[src/rtl/level_sensor_conditioner.sv]
// Float-switch front-end: 2-flop sync, per-bit debounce, thermometer-code
// check with last-legal hold, and a supervisory fault FSM for the panel.
`timescale 1ns/1ps
module level_sensor_conditioner #(
   parameter int unsigned DB_CYCLES    = 4,
   parameter int unsigned FAULT_CYCLES = 16
) (
   input  logic       clk,
   input  logic       reset,
   input  logic [3:1] raw,
   output logic [3:1] s,
   output logic       fault,
   output logic       chg
);

   localparam logic [7:0] DB_LIM    = 8'(DB_CYCLES);
   localparam logic [7:0] FAULT_LIM = 8'(FAULT_CYCLES);

   typedef enum logic [1:0] {
      ST_OK      = 2'd0,
      ST_SUSPECT = 2'd1,
      ST_FAULT   = 2'd2,
      ST_RECOVER = 2'd3
   } sup_state_t;

   logic [3:1] meta;
   logic [3:1] sync;
   logic [3:1] deb;
   logic [7:0] cnt [3:1];
   logic       legal;

   sup_state_t state, state_nxt;
   logic [7:0] fcnt, fcnt_nxt;

   function automatic logic is_legal(input logic [3:1] code);
      return code inside {3'b000, 3'b001, 3'b011, 3'b111};
   endfunction

   // NOTE: every register uses non-blocking assignment so all flops update from pre-edge values.
   always_ff @(posedge clk or posedge reset) begin
      if (reset) begin
         meta <= '0;
         sync <= '0;
      end else begin
         meta <= raw;
         sync <= meta;
      end
   end

   // Each bit debounces independently; a mismatch must persist DB_CYCLES clocks.
   always_ff @(posedge clk or posedge reset) begin
      if (reset) begin
         deb <= '0;
         for (int i = 1; i <= 3; i++) cnt[i] <= '0;
      end else begin
         for (int i = 1; i <= 3; i++) begin
            if (sync[i] == deb[i]) begin
               cnt[i] <= '0;
            end else if (cnt[i] >= DB_LIM - 8'd1) begin
               deb[i] <= sync[i];
               cnt[i] <= '0;
            end else if (cnt[i] != 8'hff) begin
               cnt[i] <= cnt[i] + 8'd1;
            end
         end
      end
   end

   assign legal = is_legal(deb);

   // Illegal codes are dropped so the level FSM never sees a false "empty".
   always_ff @(posedge clk or posedge reset) begin
      if (reset) begin
         s   <= '0;
         chg <= 1'b0;
      end else begin
         chg <= legal && (deb != s);
         if (legal) s <= deb;
      end
   end

   always_ff @(posedge clk or posedge reset) begin
      if (reset) begin
         state <= ST_OK;
         fcnt  <= '0;
         fault <= 1'b0;
      end else begin
         state <= state_nxt;
         fcnt  <= fcnt_nxt;
         fault <= (state_nxt == ST_FAULT) || (state_nxt == ST_RECOVER);
      end
   end

   // NOTE: defaults first so every path assigns both outputs and no latch is inferred.
   always_comb begin
      state_nxt = state;
      fcnt_nxt  = fcnt;
      unique case (state)
         ST_OK: begin
            if (!legal) begin
               if (FAULT_LIM <= 8'd1) begin
                  state_nxt = ST_FAULT;
                  fcnt_nxt  = '0;
               end else begin
                  state_nxt = ST_SUSPECT;
                  fcnt_nxt  = 8'd1;
               end
            end
         end
         ST_SUSPECT: begin
            if (legal) begin
               state_nxt = ST_OK;
               fcnt_nxt  = '0;
            end else if (fcnt >= FAULT_LIM - 8'd1) begin
               state_nxt = ST_FAULT;
               fcnt_nxt  = '0;
            end else if (fcnt != 8'hff) begin
               fcnt_nxt = fcnt + 8'd1;
            end
         end
         ST_FAULT: begin
            if (legal) begin
               if (FAULT_LIM <= 8'd1) begin
                  state_nxt = ST_OK;
                  fcnt_nxt  = '0;
               end else begin
                  state_nxt = ST_RECOVER;
                  fcnt_nxt  = 8'd1;
               end
            end
         end
         ST_RECOVER: begin
            if (!legal) begin
               state_nxt = ST_FAULT;
               fcnt_nxt  = '0;
            end else if (fcnt >= FAULT_LIM - 8'd1) begin
               state_nxt = ST_OK;
               fcnt_nxt  = '0;
            end else if (fcnt != 8'hff) begin
               fcnt_nxt = fcnt + 8'd1;
            end
         end
         default: begin
            state_nxt = ST_OK;
            fcnt_nxt  = '0;
         end
      endcase
   end

endmodule

[config.mk]
export PLATFORM = sky130hd
export DESIGN_NAME = level_sensor_conditioner
export DESIGN_NICKNAME = d
export VERILOG_FILES = /design/src/rtl/level_sensor_conditioner.sv
export SDC_FILE = /design/constraint.sdc
export NUM_CORES = 1
export LEC_CHECK = 0
export ABC_AREA = 1
export CAP_MARGIN = 20
export CORE_MARGIN = 2
export CORE_UTILIZATION = 30
export CTS_CLUSTER_DIAMETER = 120
export CTS_CLUSTER_SIZE = 40
export DETAILED_ROUTE_END_ITERATION = 12
export GPL_TIMING_DRIVEN = 0
export SYNTH_ARGS = -nofsm -noshare
export SYNTH_HDL_FRONTEND = slang
export SYNTH_SLANG_ARGS = --single-unit
export TNS_END_PERCENT = 5
[constraint.sdc]
create_clock -name clk -period 2.3 [get_ports clk]
set_input_delay 0.23 -clock clk [delete_from_list [all_inputs] [get_ports clk]]
set_output_delay 0.23 -clock clk [all_outputs]
set_load 0.005 [all_outputs]
==> results.json, run 1 <==
{
  "rsz0062_at_grt": "no",
  "pwr-share-clk_pct": 31.3,
  "drt_iter0_markers": 37,
  "cts_hold_buf": 0,
  "die_h_um": 81.55,
  "utilization_pct": 36.87,
  "final_layout_size_suffix_gt1_share_pct": 11.48,
  "grt_max_degree": 40,
  "p_int_w": 0.001148,
  "syn_area_um2": 1804,
  "nets": 217,
  "ys_warn_count": 0,
  "finalSetupViolCount": 0,
  "peakVddDrop_mv": 0.4648,
  "power.switching_w": 0.0003805,
  "ctsHtreeMaxLevel": 2,
  "num_vias": 1151,
  "maxSlewViolCount": 0,
  "sequentialPowerShare_pct": 59.0,
  "syn_area_per_cell_um2": 10.37,
  "placementRows": 28,
  "sw_frac_of_total_pct": 24.90,
  "cts_tree": "yes",
  "cts.clk_slew.worst_paths_ns": 0.08,
  "end_kind": "output port",
  "initial_core_util_pct": 30.84,
  "synthDistinctLibCells": 20,
  "clock_skew_ns": 0.001909,
  "critPathBufInv": 1,
  "cp.depth": 1,
  "rr_endpoint": "fcnt[0]",
  "async_reset_ff_share_pct": 100.0,
  "crit_slowest_cell": "clkdlybuf4s50_1",
  "syn_inst": 174,
  "drt-total-wl_mm": 2.590,
  "p_comb_share_pct": 9.7,
  "die_x_um": 81.55,
  "hpwl_mm": 1.845,
  "seq_area_frac_synth_pct": 65.19,
  "drc": 0,
  "cts_inserted_buffers": 5,
  "drtPass1Iterations": 4,
  "clkLatencyLatePin_ns": 0.29,
  "areaGrowthSynthToFinish_pct": 19.56,
  "fin_crit_ns": 1.522,
  "multi_input_area_um2": 601.8,
  "min_period_over_period_pct": 66.19,
  "worstPathRequired_ns": 2.07,
  "max-clock-path-buffers": 2,
  "wl_per_cell_um": 9.120,
  "cts_resized": 0,
  "finalPower_w": 0.001528,
  "tns_ns": 0,
  "ios": 10,
  "critPathLaunchType": "flip-flop",
  "arrival_ns": 1.29,
  "grt_pass1_vias": 1109,
  "r2r_start": "fcnt[0]",
  "grt-ovfl-total": 0,
  "total_leakage_power_nw": 1.070,
  "coreArea_um2": 5851,
  "r2r_slack_ns": 0.90,
  "ant_nets": 0,
  "fill_cells": 583,
  "cts.sinks": 47,
  "hold_viol": 0,
  "cap_violations": 0,
  "powerDensity_nw_per_um2": 708.5,
  "antenna_found_initial": 0,
  "crit_family": "buffers and inverters",
  "die_area_um2": 6650,
  "r2r_cells": 8,
  "postCtsSetupRepairBufs": 0,
  "max_freq_mhz": 656.9,
  "ys.flop_type": "dfrtp_1",
  "critPathKind": "flip-flop to output port",
  "yosys.area.top_type": "dfrtp_1",
  "vias_per_cell": 4.053,
  "crit_fanout": 7,
  "grt_first_pass_wirelength_mm": 4.712,
  "synth_edf_count": 0,
  "outcome": "complete, no violations",
  "cp_cell_sequence": "clkdlybuf4s50_1",
  "cts-root-buf": "clkbuf_8",
  "ys_top_cells_by_area": "dfrtp_1 65%, nand2_1 5.8%, nor2_1 5.2%",
  "synth-seq-cells": 47,
  "slowest_delay_ns": 0.54,
  "hp-class": "input pin to asynchronous set/reset pin",
  "port_buffers": 9,
  "diodes": 0,
  "place.gp.congestion": 0.7108,
  "final-seq-area_um2": 1176,
  "grt_usage_pct": 9.390,
  "synth_top_area_share_pct": 65.19
}
## state kept, by name, indices dropped and copies added, names as in the netlist
name	cells
state	1
fcnt	8
fault	1
s	3
deb	3
meta	3
cnt	24
sync	3
chg	1
## layer usage
| metal | vias up | track usage (%) | routed length [um] |
|---|---|---|---|
| met5 | - | 0 | 0 |
| met3 | 4 | 2.747 | 97 |
| li1 | 594 | - | - |
| met4 | 0 | 5.085 | 40 |
| met2 | 13 | 14.59 | 1210 |
| met1 | 540 | 11.76 | 1242 |
## how the worst max path moves through the flow
stage | end | startpoint | slack, ns
finish | fault | fault | 0.78
global route | fault | fault | 0.69
CTS | fault | fault | 0.75
detailed placement | fcnt[0] | fcnt[0] | 0.90
global placement | fault | reset | 0.05
floorplan | chg | reset | 0.95
## per-stage QoR
stage | instances | hold slack (ns) | worst slack, ns | area, um^2
4_1_cts | 284 | 0.1430 | 0.7498 | 2157
3_3_place_gp | 275 | 0.3317 | 0.05233 | 2052
3_5_place_dp | 276 | 0.3347 | 0.9042 | 2072
5_1_grt | 284 | 0.1607 | 0.6937 | 2157
6_report | 284 | 0.1496 | 0.7776 | 2157
2_1_floorplan | 191 | 0.2614 | 0.9539 | 1868
## placed cells by master (no fill, tap or decap), types with 3 or more instances in the layout
cell,netlist,final
inv_1,21,20
nand2_1,28,28
nand3_1,8,8
nor3_1,3,3
xor2_1,3,3
inv_2,3,4
nand2_2,7,7
conb_1,1,18
ha_1,4,4
clkbuf_8,0,5
dfrtp_1,47,47
nor2_1,25,25
nand4_1,7,7
o21ai_0,7,7
clkdlybuf4s50_1,0,9
## cells in the mapped netlist (2+ instances only)
master / instances
nand4_1: 7
nor2_1: 25
nor2_2: 2
dfrtp_1: 47
nand2_2: 7
inv_2: 3
o21ai_0: 7
nor3_1: 3
nand2_1: 28
ha_1: 4
xor2_1: 3
nand3_2: 2
nand3_1: 8
inv_1: 21
xnor2_1: 2
## layout make-up
cell class / count / share of cell area [%]
sequential: 47 / 54.52
tap: 75 / 4.350
clock inverter: 2 / 0.5800
multi-input combinational: 120 / 27.90
inverter: 24 / 4.176
timing repair buffer: 10 / 5.104
clock buffer: 6 / 3.364
## cells by family after synthesis
| kind of cell | share of synthesized area [%] |
|---|---|
| other | 0.2078 |
| flip-flops | 65.19 |
| XOR/XNOR | 2.428 |
| buffers and inverters | 4.993 |
| AND/OR/NAND/NOR | 21.36 |
| AO/OA/AOI/OAI | 3.051 |
| adder cells (fa/ha/maj) | 2.774 |
## power groups by stage
stage	combinational, W	sequential [W]	clock, W
2_1_floorplan	0.000103	0.000911	0
3_3_place_gp	0.000146	0.000916	0
3_5_place_dp	0.000151	0.000918	0
4_1_cts	0.000152	0.000901	0.000502
5_1_grt	0.000173	0.000907	0.000537
6_report	0.000149	0.000901	0.000479
No activity file was read; power rests on OpenSTA's default activity.
==> inputs of run 2 (changes only) <==
==> constraint.sdc (replaced) <==
create_clock -name clk -period 1.43 [get_ports clk]
set_input_delay 0.143 -clock clk [delete_from_list [all_inputs] [get_ports clk]]
set_output_delay 0.143 -clock clk [all_outputs]
set_load 0.005 [all_outputs]
==> run 2 against run 1 <==
Critical path depth is the same. Hold slack lost 0.087 ns. Clock skew grew 0.0010 ns. Critical endpoint is now s[2].
==> results.json, run 2 (synthesis results as in run 1) <==
{
  "layout_commonest_cell": "dfrtp_1",
  "max_freq_mhz": 736.6,
  "final_layout_size_suffix_gt1_share_pct": 15.09,
  "critPathBufInv": 1,
  "total_leakage_power_nw": 1.115,
  "grt_usage_pct": 9.390,
  "worstPathRequired_ns": 1.29,
  "regMostFlops": "cnt",
  "cts-root-buf": "clkbuf_8",
  "cts.clk_slew.worst_paths_ns": 0.08,
  "max-clock-path-buffers": 2,
  "final_area_um2": 2216,
  "clock_skew_ns": 0.002907,
  "min_period_over_period_pct": 94.93,
  "antenna_found_initial": 0,
  "cp.depth": 1,
  "ios": 10,
  "wl_per_cell_um": 9.334,
  "finalPower_w": 0.002471,
  "grt_first_pass_wirelength_mm": 4.712,
  "drt-total-wl_mm": 2.679,
  "num_vias": 1171,
  "pwr-share-clk_pct": 31.0,
  "place.gp.congestion": 0.7108,
  "crit_fanout": 3,
  "slowest_delay_ns": 0.53,
  "final_cell_mix": "46 x dfrtp_1, 27 x nand2_1, 24 x nor2_1",
  "critPathKind": "flip-flop to output port",
  "clkLatencyLatePin_ns": 0.29,
  "grt_max_degree": 40,
  "hp-class": "input pin to asynchronous set/reset pin",
  "fin_ws_ns": 0.07250,
  "fin_hold_ws_ns": 0.06278,
  "areaGrowthSynthToFinish_pct": 22.82,
  "nets": 220,
  "grt_pass1_vias": 1109,
  "p_comb_share_pct": 10.4,
  "die_h_um": 81.55,
  "coreArea_um2": 5851,
  "r2r_cells": 8,
  "outcome": "complete, no violations",
  "crit_slowest_cell": "clkdlybuf4s50_1",
  "ctsHtreeMaxLevel": 2,
  "ant_nets": 0,
  "placementRows": 28,
  "utilization_pct": 37.87,
  "initial_core_util_pct": 30.84,
  "drt_iter0_markers": 25,
  "power.switching_w": 0.0006132,
  "p_int_w": 0.001858,
  "finalSetupViolCount": 0,
  "fill_cells": 577,
  "hold_viol": 0,
  "cts.sinks": 47,
  "port_buffers": 9,
  "top_usage_layer": "met2",
  "end_kind": "output port",
  "die_area_um2": 6650,
  "powerDensity_nw_per_um2": 1115,
  "drc": 0,
  "fin_crit_ns": 1.358,
  "cts_tree": "yes",
  "r2r_slack_ns": 0.10,
  "post-place-ws_ns": 0.03415,
  "die_x_um": 81.55,
  "arrival_ns": 1.21,
  "sw_frac_of_total_pct": 24.82,
  "sequentialPowerShare_pct": 58.7,
  "vias_per_cell": 4.080,
  "peakVddDrop_mv": 0.7373,
  "grt-ovfl-total": 0,
  "use_met1_pct": 11.76,
  "cts_inserted_buffers": 5,
  "drtPass1Iterations": 4,
  "grt_use_met3_pct": 2.747,
  "use_met2_pct": 14.59,
  "reg_top3": "cnt x24, fcnt x8",
  "diodes": 0,
  "cp_cell_sequence": "clkdlybuf4s50_1",
  "crit_family": "buffers and inverters",
  "largest_reg_flops": 24,
  "hpwl_mm": 1.845,
  "place_area_um2": 2072,
  "maxSlewViolCount": 0,
  "cap_violations": 0,
  "critPathLaunchType": "flip-flop"
}
[run 2: changes by cell type in the layout (fill, tap and decap cells not counted), sizes merged]
| cell | delta |
|---|---|
| buf | +3 |
| clkdlybuf4s50 | -2 |
| dlymetal6s2s | +2 |
[run 2: cell type report]
type	instances	area [um^2]	area share, %
clock buffer	6	72.57	3.275
timing repair buffer	13	137.6	6.211
clock inverter	2	12.51	0.5647
inverter	24	90.09	4.065
tap	75	93.84	4.235
multi-input combinational	120	631.9	28.51
sequential	47	1177	53.13
[run 2: final timing paths]
check                      startpoint      end
max                              s[2]     s[2]
min                             reset  meta[2]
max reg2reg                   fcnt[1]  fcnt[1]
min reg2reg                   meta[3]  sync[3]
max in group asynchronous       reset    fault
min in group clk               raw[2]  meta[2]
[run 2: routing by layer]
metal | up-vias | part of all wire [%]
li1 | 602 | -
met1 | 552 | 46
met2 | 13 | 49
met3 | 4 | 3.4
met4 | 0 | 1.5
met5 | - | 0
[run 2: power by group through the flow]
| stage | combinational (W) | sequential, W | clock, W |
|---|---|---|---|
| 4_1_cts | 0.000245 | 0.00145 | 0.000808 |
| 5_1_grt | 0.000296 | 0.00146 | 0.000864 |
| 3_3_place_gp | 0.000235 | 0.00147 | 0 |
| 3_5_place_dp | 0.000243 | 0.00148 | 0 |
| 2_1_floorplan | 0.000165 | 0.00147 | 0 |
| 6_report | 0.000257 | 0.00145 | 0.000765 |
[run 2: through the flow]
stage	cells	TNS (ns)
2_1_floorplan	191	0
3_3_place_gp	275	-34.23
3_5_place_dp	276	0
4_1_cts	284	0
5_1_grt	287	-0.02118
6_report	287	0
[run 2: timing repair]
item / in CTS / in global routing
hold buffers: 0 / 0
endpoints found under the setup margin: 1 / 6
pin swaps: 0 / 3
gates resized for setup: 1 / 10
setup buffers: 0 / 3
hold endpoints to repair: 0 / 0
==> RTL change: new RTL, config.mk and constraints of run 1 <==
Re-encode `sup_state_t` (4 states) as one-hot, 4 bits wide.
--- a/src/rtl/level_sensor_conditioner.sv
+++ b/src/rtl/level_sensor_conditioner.sv
@@ -16,11 +16,11 @@
    localparam logic [7:0] DB_LIM    = 8'(DB_CYCLES);
    localparam logic [7:0] FAULT_LIM = 8'(FAULT_CYCLES);
 
-   typedef enum logic [1:0] {
-      ST_OK      = 2'd0,
-      ST_SUSPECT = 2'd1,
-      ST_FAULT   = 2'd2,
-      ST_RECOVER = 2'd3
+   typedef enum logic [3:0] {
+      ST_OK      = 4'b0001,
+      ST_SUSPECT = 4'b0010,
+      ST_FAULT   = 4'b0100,
+      ST_RECOVER = 4'b1000
    } sup_state_t;
 
    logic [3:1] meta;
Behaviour: no difference found for any inputs over 10 cycles, from zero or initial values and one cycle with reset high; not proved beyond that.
==> RTL change against run 1 <==
  * Worst setup slack better by 0.028 ns
  * Synthesized cell count up 20%
  * Final area up 13%
  * Worst hold slack better by 0.077 ns
  * Sequential cell count up 3
  * Sequential share of layout area down 2.9 points
  * Area after synthesis up 13%
  * First-iteration DRC count up 35%
  * Routed wire length up 19%
  * Largest cell class unchanged
Power is not compared: it rests on default switching activity, and its combinational part moved more than twofold at a synthesized area within 25%.
==> RTL change: results (changes against run 1) <==
Setup path
  • CP Data Arrival Time: 1.72 ns (was 1.29 ns)
  • Slowest CP cell: dfrtp_1 (was clkdlybuf4s50_1)
  • Critical path fanouts, max: 8 (was 7)
  • Worst setup SP type: flip-flop (unchanged)
  • Largest stage delay on the critical path: 0.43 ns (was 0.54 ns)

Synthesis
  • Compound-cell area share of the yosys netlist: 0.0343 (was 0.0305)
  • Synthesized instance count: 208 (was 174)
  • Register area share after synthesis: 0.614 (was 0.652)
  • Post-synthesis xor/xnor area fraction: 0.0300 (was 0.0243)
  • Netlist cell types: 25 (was 20)
  • Synth Area in Adders: 0.0245 (was 0.0277)
  • Synth top cells by count: dfrtp_1, nand2_1, nor2_1 (unchanged)
  • Synth area leaders: dfrtp_1, nand2_1, nor2_1, inv_1, nand4_1 (was dfrtp_1, nand2_1, nor2_1, inv_1, ha_1)

STA
  • Fin Hold WS: 0.226 ns (was 0.150 ns)
  • Skew final: 0.00825 ns (was 0.00191 ns)
  • Worst setup margin: 0.806 ns (was 0.778 ns)

Finish
  • Top Registers: cnt: 24 flops, fcnt: 8 flops, state: 4 flops (was cnt: 24 flops, fcnt: 8 flops)
  • Fill count: 693 (was 583)
  • Final nets: 251 (was 217)
  • Fraction of layout cells with a size suffix above 1: 0.103 (was 0.115)

Routing
  • Routed met1 length: 1460 microns (was 1240 microns)
  • Vias: 1352 (was 1151)
  • Via/cell ratio: 4.20 (was 4.05)
  • Starting DRT DRC Count: 50 (was 37)
  • Routed len/inst: 9.56 microns (was 9.12 microns)
  • Total length of routed met3 wires: 120 microns (was 97 microns)
  • Max Used Layer: met4 (unchanged)

Outcome
  • Outcome: finished clean (unchanged)

Global route
  • First-pass GRT wire length: 5700 microns (was 4710 microns)
  • Met1 Track Usage GR: 0.120 (was 0.118)
  • Vias in the first global route: 1346 (was 1109)
  • Met2 GRT Util: 0.154 (was 0.146)
  • Met3 usage: 0.0314 (was 0.0275)
  • Total GRT Usage: 0.0975 (was 0.0939)
  • Pin count of the biggest net entering global routing: 34 (was 40)

Place
  • Setup WS pre-CTS: 0.837 ns (was 0.904 ns)
  • Dpl cells: 315 (was 276)
  • Final HPWL DP: 2250 microns (was 1850 microns)
  • Placed Instance Area: 2310 sq um (was 2070 sq um)
  • GPL Wtd Cong: 0.840 (was 0.711)

Clocking
  • Max Buffers Root-to-Sink: 2 (unchanged)
-- RTL change: critical path: cells and delay by family (launching register included) --
family | cells | cell delay (ns)
buffers and inverters | 1 | 0.22
AND/OR/NAND/NOR | 4 | 0.52
flip-flops | 1 | 0.43
adder cells (fa/ha/maj) | 1 | 0.25
-- RTL change: final cells by class --
cell class,instances,area (sq um),area share
clock buffers,6,82.6,0.0340
clock inverters,1,30.0,0.0124
inverters,26,97.6,0.0402
multi-input cells,146,727,0.299
repair buffers,10,110,0.0454
flip-flops and latches,50,1250,0.516
plain buffers,3,27.5,0.0113
well taps,80,100,0.0412
-- RTL change: final timing paths --
check | cells after the start | end | start
worst max-delay path | 6 | fault | fcnt[0]
worst min-delay path | 2 | cnt[16] | reset
worst max register to register | 6 | fault | fcnt[0]
worst min register to register | 0 | sync[2] | meta[2]
max in group asynchronous | 3 | state[2] | reset
min in group clk | 0 | sync[2] | meta[2]
